`config.mk`:
```
export PLATFORM = sky130hd
export DESIGN_NAME = pipe_stage
export DESIGN_NICKNAME = d
export VERILOG_FILES = /design/src/rtl/pipe_stage.sv
export SDC_FILE = /design/constraint.sdc
export NUM_CORES = 1
export LEC_CHECK = 0
export ABC_AREA = 1
export BUFFER_PORTS_ARGS = -buffer_cell sky130_fd_sc_hd__buf_4
export CAP_MARGIN = 20
export CORE_UTILIZATION = 45
export CTS_BUF_LIST = sky130_fd_sc_hd__clkbuf_2 sky130_fd_sc_hd__clkbuf_4 sky130_fd_sc_hd__clkbuf_8
export DETAILED_ROUTE_END_ITERATION = 8
export GPL_TIMING_DRIVEN = 0
export PLACE_DENSITY = 0.68
export SYNTH_ARGS = -nofsm -noshare
export SYNTH_HDL_FRONTEND = slang
export SYNTH_SLANG_ARGS = --single-unit
```
`constraint.sdc`:
```
create_clock -name clk -period 3.43 [get_ports clk]
set_input_delay 0.686 -clock clk [delete_from_list [all_inputs] [get_ports clk]]
set_output_delay 0.686 -clock clk [all_outputs]
set_load 0.02 [all_outputs]
```
`src/rtl/pipe_stage.sv`:
```
// Pipeline register stage with optional two-entry skid buffer, flush and stall.
// Entries leave in acceptance order; flush and reset drop held entries without release.
`ifndef PC_WIDTH
`define PC_WIDTH 32
`endif

module pipe_stage #(
  parameter int DATA_W = 96,
  parameter int PC_W   = `PC_WIDTH,
  parameter bit SKID   = 1'b1
) (
  input  logic              clk,
  input  logic              rst,
  input  logic              flush,
  input  logic              stall,
  input  logic              in_valid,
  output logic              in_ready,
  input  logic [PC_W-1:0]   in_pc,
  input  logic [DATA_W-1:0] in_data,
  input  logic              in_rd_we,
  output logic              out_valid,
  input  logic              out_ready,
  output logic [PC_W-1:0]   out_pc,
  output logic [DATA_W-1:0] out_data,
  output logic              out_rd_we,
  output logic [1:0]        occupancy
);

  logic              main_valid;
  logic [PC_W-1:0]   main_pc;
  logic [DATA_W-1:0] main_data;
  logic              main_rd_we;

  logic              skid_valid;
  logic [PC_W-1:0]   skid_pc;
  logic [DATA_W-1:0] skid_data;
  logic              skid_rd_we;

  logic in_fire;
  logic out_fire;

  // With the skid buffer, in_ready comes straight from a flop so the upstream
  // timing path never sees out_ready or stall.
  always_comb begin
    in_ready = 1'b0;
    if (SKID) begin
      in_ready = ~skid_valid;
    end else begin
      in_ready = ~main_valid | (out_ready & ~stall);
    end
  end

  assign in_fire  = in_valid & in_ready;
  assign out_fire = main_valid & out_ready & ~stall;

  always_ff @(posedge clk) begin
    if (!rst) begin
      main_valid <= 1'b0;
      main_pc    <= '0;
      main_data  <= '0;
      main_rd_we <= 1'b0;
      skid_valid <= 1'b0;
      skid_pc    <= '0;
      skid_data  <= '0;
      skid_rd_we <= 1'b0;
    end else if (flush) begin
      main_valid <= 1'b0;
      skid_valid <= 1'b0;
    end else if (!main_valid || out_fire) begin
      // Main is free this cycle: refill from skid first to keep ordering.
      if (SKID && skid_valid) begin
        main_pc    <= skid_pc;
        main_data  <= skid_data;
        main_rd_we <= skid_rd_we;
        skid_valid <= 1'b0;
      end else if (in_fire) begin
        main_valid <= 1'b1;
        main_pc    <= in_pc;
        main_data  <= in_data;
        main_rd_we <= in_rd_we;
      end else begin
        main_valid <= 1'b0;
      end
    end else if (SKID && in_fire) begin
      skid_valid <= 1'b1;
      skid_pc    <= in_pc;
      skid_data  <= in_data;
      skid_rd_we <= in_rd_we;
    end
  end

  assign out_valid = main_valid;
  assign out_pc    = main_pc;
  assign out_data  = main_data;
  assign out_rd_we = main_rd_we & main_valid;
  assign occupancy = {1'b0, main_valid} + {1'b0, skid_valid};

endmodule

```
## After elaboration in Yosys (flattened, before gate mapping)

Index checks and enable logic that the tools add are counted.

- Logic and storage cells: 33
- Flip-flop bits (word level): 260

- Reductions and logical operators: 8
- Muxes and demuxes: 7
- Add/sub/neg operators: 1
- Bitwise logic cells: 9

Operator list:

| kind | count |
|---|---|
| 96-bit two-way mux | 2 |
| 32-bit two-way mux | 2 |
| 3-bit AND reduction | 2 |
| 1-bit NOT | 5 |
| 1-bit bitwise AND | 4 |
| 1-bit two-way mux | 3 |
| 3-bit OR reduction | 1 |
| 1-bit by 1-bit adder with 2-bit output | 1 |
| 2-bit AND reduction | 1 |
| 2-bit nonzero test | 1 |
| 2-bit OR reduction | 1 |
| 1-bit zero test | 1 |
| 1-bit logical OR | 1 |

## Logic depth before layout (Yosys ltp)

Gate-level depths: netlist of run 1.

- Depth after elaboration: 5
- Depth in mapped cells: 10
- Gate-level depth less buffers: 7

## Worst setup path before layout of run 1

Ideal clock, no wire load.

- Path kind: input port to flip-flop
- From: input port stall
- To: register skid_pc[21]
- Setup time: 0.113 ns
- Slack: 1.775 ns
- Cell stages on the path: 7
- Required time: 3.317 ns
- Arrival: 1.542 ns
- Cell sequence: inv_1 > a21boi_1 > clkbuf_1 > buf_2 > nand3_1 > nand2_1 > nor2_1

- Word-level cells in the longest chain between the ends: 5

RTL lines:

| element | line | text |
|---|---|---|
| start: declaration | 15 | `input logic stall,` |
| 1-bit NOT | 54 | `assign out_fire = main_valid & out_ready & ~stall;` |
| 1-bit bitwise AND | 54 |  |
| 1-bit logical OR | 69 | `end else if (!main_valid \|\| out_fire) begin` |
| 1-bit NOT (no line) | -- |  |
| 3-bit AND reduction (no line) | -- |  |
| end signal: assignment | 86 | `skid_pc <= in_pc;` |
| end: declaration | 35 | `logic [PC_W-1:0] skid_pc;` |

Every way passes these cells.
A chain may end at the register's enable or synchronous reset.

## Worst setup path in the final report of run 1

- From: register main_valid, in the netlist out_valid
- To: register skid_data[31]

- Word-level cells in the longest chain between the ends: 5
- Elaborated cells on any way between the ends: 6
- Those cells by class: bitwise (3); reduce/logical (3)

RTL lines:

| element | line | text |
|---|---|---|
| start: declaration | 29 | `logic main_valid;` |
| start signal: assignment | 58 | `main_valid <= 1'b0;` |
| start signal: assignment | 67 | `main_valid <= 1'b0;` |
| start signal: assignment | 77 | `main_valid <= 1'b1;` |
| 1-bit bitwise AND (2 in series) | 54 |  |
| 1-bit logical OR * | 69 |  |
| 1-bit NOT (no line) * | -- |  |
| 3-bit AND reduction (no line) * | -- |  |
| end signal: assignment | 87 | `skid_data <= in_data;` |
| end: declaration | 36 | `logic [DATA_W-1:0] skid_data;` |

Every way passes the cells marked *; elsewhere a longest branch is shown, timed or not.

==> results of run 1 <==
[stage by stage]
step                setup WS (ns)  utilization [%]  instances  area (um^2)
global placement           0.9042            54.85       2563        14740
CTS                         1.187            58.56       2645        15740
floorplan                   1.775                -       1956        12320
detailed placement         0.8638            54.85       2563        14740
finish                      1.199            58.56       2645        15740
global route                1.058            58.56       2645        15740
[tightest hold or removal path: stages]
cell     delay (ns)
buf_4          0.11
inv_1          0.05
nand2_1        0.07
a31oi_1        0.04
[logic make-up (layout without fill, tap and decap cells)]
kind of cell / after synthesis / after routing / synth area share, %
simple gates: 1174 / 1174 / 37.33
buf+inv: 390 / 738 / 14.95
compound gates: 131 / 131 / 5.354
fa+ha+maj: 1 / 1 / 0.1016
flops: 260 / 260 / 42.26
[registers in the layout (all words and copies together) (netlist names)]
signal	count
skid_valid	1
skid_pc	32
out_pc	32
skid_rd_we	1
main_rd_we	1
out_valid	1
out_data	96
skid_data	96
[power groups by stage]
stage / logic, mW / registers (mW) / clock network [mW]
after floorplan: 0.521 / 3.43 / 0
after global placement: 1.09 / 3.31 / 0
after detailed placement: 1.10 / 3.31 / 0
after CTS: 1.10 / 3.24 / 3.13
after global routing: 1.22 / 3.26 / 3.26
final: 1.10 / 3.24 / 3.06
[cells in the final DEF, fill, tap and decap left out]
cell	synthesis	final
buf_1	3	3
clkbuf_1	42	42
inv_1	261	261
clkbuf_4	0	13
nand2_1	522	522
nor2_4	2	2
nor2_2	2	2
o21ai_0	129	129
ha_1	1	1
nor3_1	1	1
clkinvlp_4	0	1
clkbuf_8	0	63
clkinv_2	0	5
a21boi_1	1	1
nor2_1	516	516
a31oi_1	1	1
buf_4	16	282
nand2_4	1	1
dfxtp_1	260	260
nand3_1	130	130
buf_2	30	30
buf_6	37	37
inv_4	1	1
[cell type report]
| class | instances | area (um^2) |
|---|---|---|
| timing repair buffer | 266 | 1997 |
| clock buffer | 76 | 964.7 |
| multi-input combinational | 1306 | 5270 |
| sequential | 260 | 5205 |
| tap | 341 | 426.7 |
| inverter | 262 | 985.9 |
| clock inverter | 6 | 32.53 |
| fill | 2698 | 11140 |
| buffer | 128 | 855.8 |
[per-layer routing]
layer / wire (um) / global-route usage (%) / up-vias
met5: 0 / 0 / -
met4: 1132 / 9.653 / 0
met3: 2255 / 4.372 / 76
met2: 15240 / 37.84 / 390
met1: 16050 / 33.26 / 5425
li1: - / - / 6434
[how the worst max path moves through the flow]
| stage | from | endpoint | slack (ns) | depth (start not counted) |
|---|---|---|---|---|
| after floorplan | stall | skid_pc[21] | 1.77 | 7 |
| after global placement | out_ready | skid_data[85] | 0.90 | 7 |
| after detailed placement | out_ready | skid_data[87] | 0.86 | 7 |
| after CTS | out_valid | skid_data[87] | 1.19 | 6 |
| after global routing | out_valid | skid_data[91] | 1.06 | 6 |
| final | out_valid | skid_data[31] | 1.20 | 6 |
==> out/summary.txt, run 1 <==
clock latency on the worst-skew pair - 0.56 ns
RSZ-0062 raised after global routing - no
r2r setup slk - 1.20 ns
DR DRC count - 0
CP endpoint kind - register
Max VDD drop - 0.2502 mV
Die X - 167.4 um
Rel. slew slack - 36.82%
status - finished clean
Clock Skew - 0.01479 ns
NetSw - 2.016 mW
top-area cell type share of the netlist area - 42.26%
antenna-violating nets left - 0
Max Cap Viol - 0
post-route setup TNS - 0 ns
synthesized instance count - 1956
Core Region - 26880 um^2
Placer Congestion - 0.8386
CTS Root Cell - clkbuf_8
FF+latch count, synth - 260
Distinct cells, synth - 19
PostCTS Resize Cnt - 0
Data arrival, critical path - 2.67 ns
R2R depth - 6
placed wire-length estimate - 24140 um
area grow syn2layout - 27.77%
Avg WL per Cell - 13.11 um
Comb power frac - 14.9%
Leakage Power - 8.087 nW
first-pass GRT wire length - 55620 um
post-CTS setup buffer count - 0
Worst EP required - 3.87 ns
Post-synth ARST share - 0%
vias per cell - 4.660
Hold Path End - out_valid
Crit Path Class - register to register
clock share of power - 41.3%
hold_buf cts - 0
reg-to-reg endpoint - skid_data[31]
share of cells above drive strength 1 - 18.97%
CP peak stage delay - 0.69 ns
CTS tree - yes
Hold Crit Class - primary input to register
GR Overflow Total - 0
syn_area_per_cell - 6.297 um^2
switching part of the total - 27.24%
total CTS buffers - 45
H-tree depth - 2
final hold violation count - 0
ys flop type - dfxtp_1
register area share after synthesis - 42.26%
largest net degree at the start of global routing - 12
hold_sp - flush
Post-synth EDFFs - 0
initial antenna violation count - 0
warnings from Yosys - 0
ANT cells - 0
count leader, synth - nand2_1
critical path's top delay family - buffers and inverters
Overall Global Routing Usage - 24.31%
cell taking the most area after synthesis - dfxtp_1
syn_nets - 2092
Seq pwr share - 43.8%
startpoint class of the critical path - register
Port Buffers - 266
die area - 28040 um^2
Crit Path Max Fanout - 10
pwr/cell area - 470.3 nW/um^2
P_int - 5.386 mW
most frequent cells after synthesis - nand2_1 (522), nor2_1 (516), inv_1 (261)
maximum clock frequency - 0.4483 GHz
# rows - 60
die span in y - 167.4 um
vias in the first global route - 11.20k
DR pass1 iterations - 6
RR Startpoint - out_valid
max-slew violations - 0
CTS clk-pin slew, worst paths - 0.06 ns
Slowest-stage cell, CP - clkbuf_1
Sink Count - 260
DRT iter0 DRCs - 780
Layout Nets - 2405
hold depth - 4
via count - 12.33k
I/O pin count - 268
crit-path cells - a21boi_1 -> clkbuf_1 -> buf_2 -> nand3_1 -> nand2_1 -> nor2_1
CP Buf/Inv Count - 2
Post-Syn Area - 12320 um^2
final worst path period share - 65.03%
# setup viols final - 0
final wirelength - 34680 um
post-layout minimum cycle time - 2.231 ns
Synth area leaders - dfxtp_1 (42%), nand2_1 (16%), nor2_1 (16%)
slew at the pin closest to its max-slew limit - 0.9476 ns
starting density of the core - 45.83%
Power Total - 7.402 mW
hold_ws - 0.4599 ns
worst-case clock buffer depth - 3
(Power assumes the default switching activity.)
==> run 2, diff against run 1 <==
PLACE_DENSITY = 0.71   (was 0.68)
clock period = 2.05 ns   (was 3.43 ns; I/O delays follow)
==> out/summary.txt, run 2 (synthesized netlist as in run 1, its figures left out) <==
Worst EP required - 2.48 ns (-1.39 ns)
Fill cells - 2666 (-1.2%)
share of cells above drive strength 1 - 18.98% (about the same)
Data arrival, critical path - 2.39 ns (-0.28 ns)
GR Overflow Total - 0 (unchanged)
crit-path cells - a21boi_1 -> clkbuf_2 -> buf_2 -> nand3_1 -> nand2_1 -> nor2_1
clock latency on the worst-skew pair - 0.55 ns (about the same)
Slowest-stage cell, CP - a21boi_1
H-tree depth - 2 (unchanged)
CTS tree - yes
CP Buf/Inv Count - 2 (unchanged)
Layout Nets - 2404 (-0.042%)
CTS Root Cell - clkbuf_8
worst-case clock buffer depth - 3 (unchanged)
# rows - 60 (unchanged)
first-pass GRT wire length - 55120 um (-0.90%)
area grow syn2layout - 27.82% (about the same)
post-layout minimum cycle time - 1.959 ns (-0.2718 ns)
total CTS buffers - 44 (-2.2%)
final worst path period share - 95.55% (+31 points)
status - finished clean
commonest non-fill, non-tap cell in the layout - nand2_1
startpoint class of the critical path - register
largest net degree at the start of global routing - 12 (unchanged)
DR DRC count - 0 (unchanged)
pwr/cell area - 785.8 nW/um^2 (+67%)
Comb power frac - 14.9% (about the same)
P_int - 9.058 mW (+68%)
Port Buffers - 266 (unchanged)
CP endpoint kind - register
final hold violation count - 0 (unchanged)
maximum clock frequency - 0.5105 GHz (+14%)
Hold Crit Class - primary input to register
Die X - 167.4 um (unchanged)
Placer Congestion - 0.8747 (+4.3%)
CP peak stage delay - 0.45 ns (-0.24 ns)
vias per cell - 4.662 (about the same)
clock share of power - 41.2% (about the same)
CTS clk-pin slew, worst paths - 0.06 ns (about the same)
DRT iter0 DRCs - 825 (+5.8%)
initial antenna violation count - 0 (unchanged)
ANT cells - 0 (unchanged)
Overall Global Routing Usage - 24.02% (-0.28 points)
die span in y - 167.4 um (unchanged)
I/O pin count - 268 (unchanged)
placed wire-length estimate - 24200 um (+0.25%)
die area - 28040 um^2 (unchanged)
most frequent cells in the layout - nand2_1 (522), nor2_1 (516), buf_4 (282)
Max VDD drop - 0.4186 mV (+67%)
Avg WL per Cell - 13.07 um (-0.34%)
Leakage Power - 8.085 nW (about the same)
fin util - 58.58% (about the same)
final wirelength - 34550 um (-0.38%)
antenna-violating nets left - 0 (unchanged)
RSZ-0062 raised after global routing - no
Clock Skew - 0.02183 ns (+0.007038 ns)
post-CTS setup buffer count - 0 (unchanged)
Max Cap Viol - 0 (unchanged)
critical path's top delay family - buffers and inverters
via count - 12.33k (+0.0081%)
post-route setup TNS - 0 ns (unchanged)
# setup viols final - 0 (unchanged)
slew at the pin closest to its max-slew limit - 1.016 ns (+0.06885 ns)
Rel. slew slack - 32.23% (-4.6 points)
starting density of the core - 45.83% (unchanged)
Core Region - 26880 um^2 (unchanged)
Crit Path Class - register to register
Seq pwr share - 43.8% (about the same)
switching part of the total - 26.78% (-0.45 points)
NetSw - 3.314 mW (+64%)
DR pass1 iterations - 5 (-1)
vias in the first global route - 11.41k (+1.8%)
max-slew violations - 0 (unchanged)
Sink Count - 260 (unchanged)
Crit Path Max Fanout - 10 (unchanged)
==> run 2: cell count changes in the layout (fill, tap and decap cells not counted), sizes merged <==
| cell | previous run | this run |
|---|---|---|
| clkbuf | 118 | 121 |
| clkinv | 5 | 0 |
| clkinvlp | 1 | 2 |
==> run 2: repair_timing <==
| action | CTS | global route |
|---|---|---|
| setup endpoints to repair | 100 | 0 |
| resized for setup | 1 | 0 |
| hold buffers | 0 | 0 |
==> run 2: final timing paths <==
path | endpoint | from | slack, ns | cells past startpoint
max reg2reg | skid_data[91] | out_valid | 0.09 | 6
max | skid_data[91] | out_valid | 0.09 | 6
min | skid_data[55] | in_data[55] | 0.19 | 5
min reg2reg | skid_data[31] | skid_data[31] | 0.48 | 2
==> run 2: power by group through the flow <==
stage,clock (mW),combinational [mW],sequential [mW]
6_report,5.10,1.85,5.42
2_1_floorplan,0,0.871,5.74
3_5_place_dp,0,1.84,5.53
3_3_place_gp,0,1.82,5.53
5_1_grt,5.46,2.03,5.45
4_1_cts,5.21,1.85,5.42
==> run 2: stage by stage <==
stage / instances / hold WS [ns] / setup slack (ns) / area [um^2] / total power [mW]
3_5_place_dp: 2563 / 0.4709 / -0.2079 / 14740 / 7.372
6_report: 2644 / 0.1919 / 0.09115 / 15740 / 12.37
2_1_floorplan: 1956 / 0.4544 / 0.5402 / 12320 / 6.608
3_3_place_gp: 2563 / 0.4629 / -0.2130 / 14740 / 7.347
4_1_cts: 2644 / 0.1618 / 0.1039 / 15740 / 12.48
5_1_grt: 2644 / 0.1845 / 0.008657 / 15740 / 12.94
==> run 2: metal layers <==
metal | wire [um] | track usage (%) | up-vias
li1 | - | - | 6429
met1 | 16100 | 32.80 | 5432
met2 | 15310 | 38.99 | 396
met3 | 2221 | 3.522 | 69
met4 | 918 | 7.659 | 0
met5 | 0 | 0 | -
==> run 2: area by class of cell <==
type	instances	area, um^2	share of cell area, %
inverter	262	985.9	6.262
clock inverter	2	15.01	0.09537
multi-input combinational	1306	5270	33.47
timing repair buffer	266	1997	12.68
tap	341	426.7	2.710
sequential	260	5205	33.06
clock buffer	79	987.2	6.270
buffer	128	857.1	5.444
==> run 2: worst reg2reg max path, delay by kind of cell (launching register included) <==
kind                   cells  cell delay, ns
flip-flops                 1            0.42
AO/OA/AOI/OAI              1            0.45
AND/OR/NAND/NOR            3            0.23
buffers and inverters      2            0.76
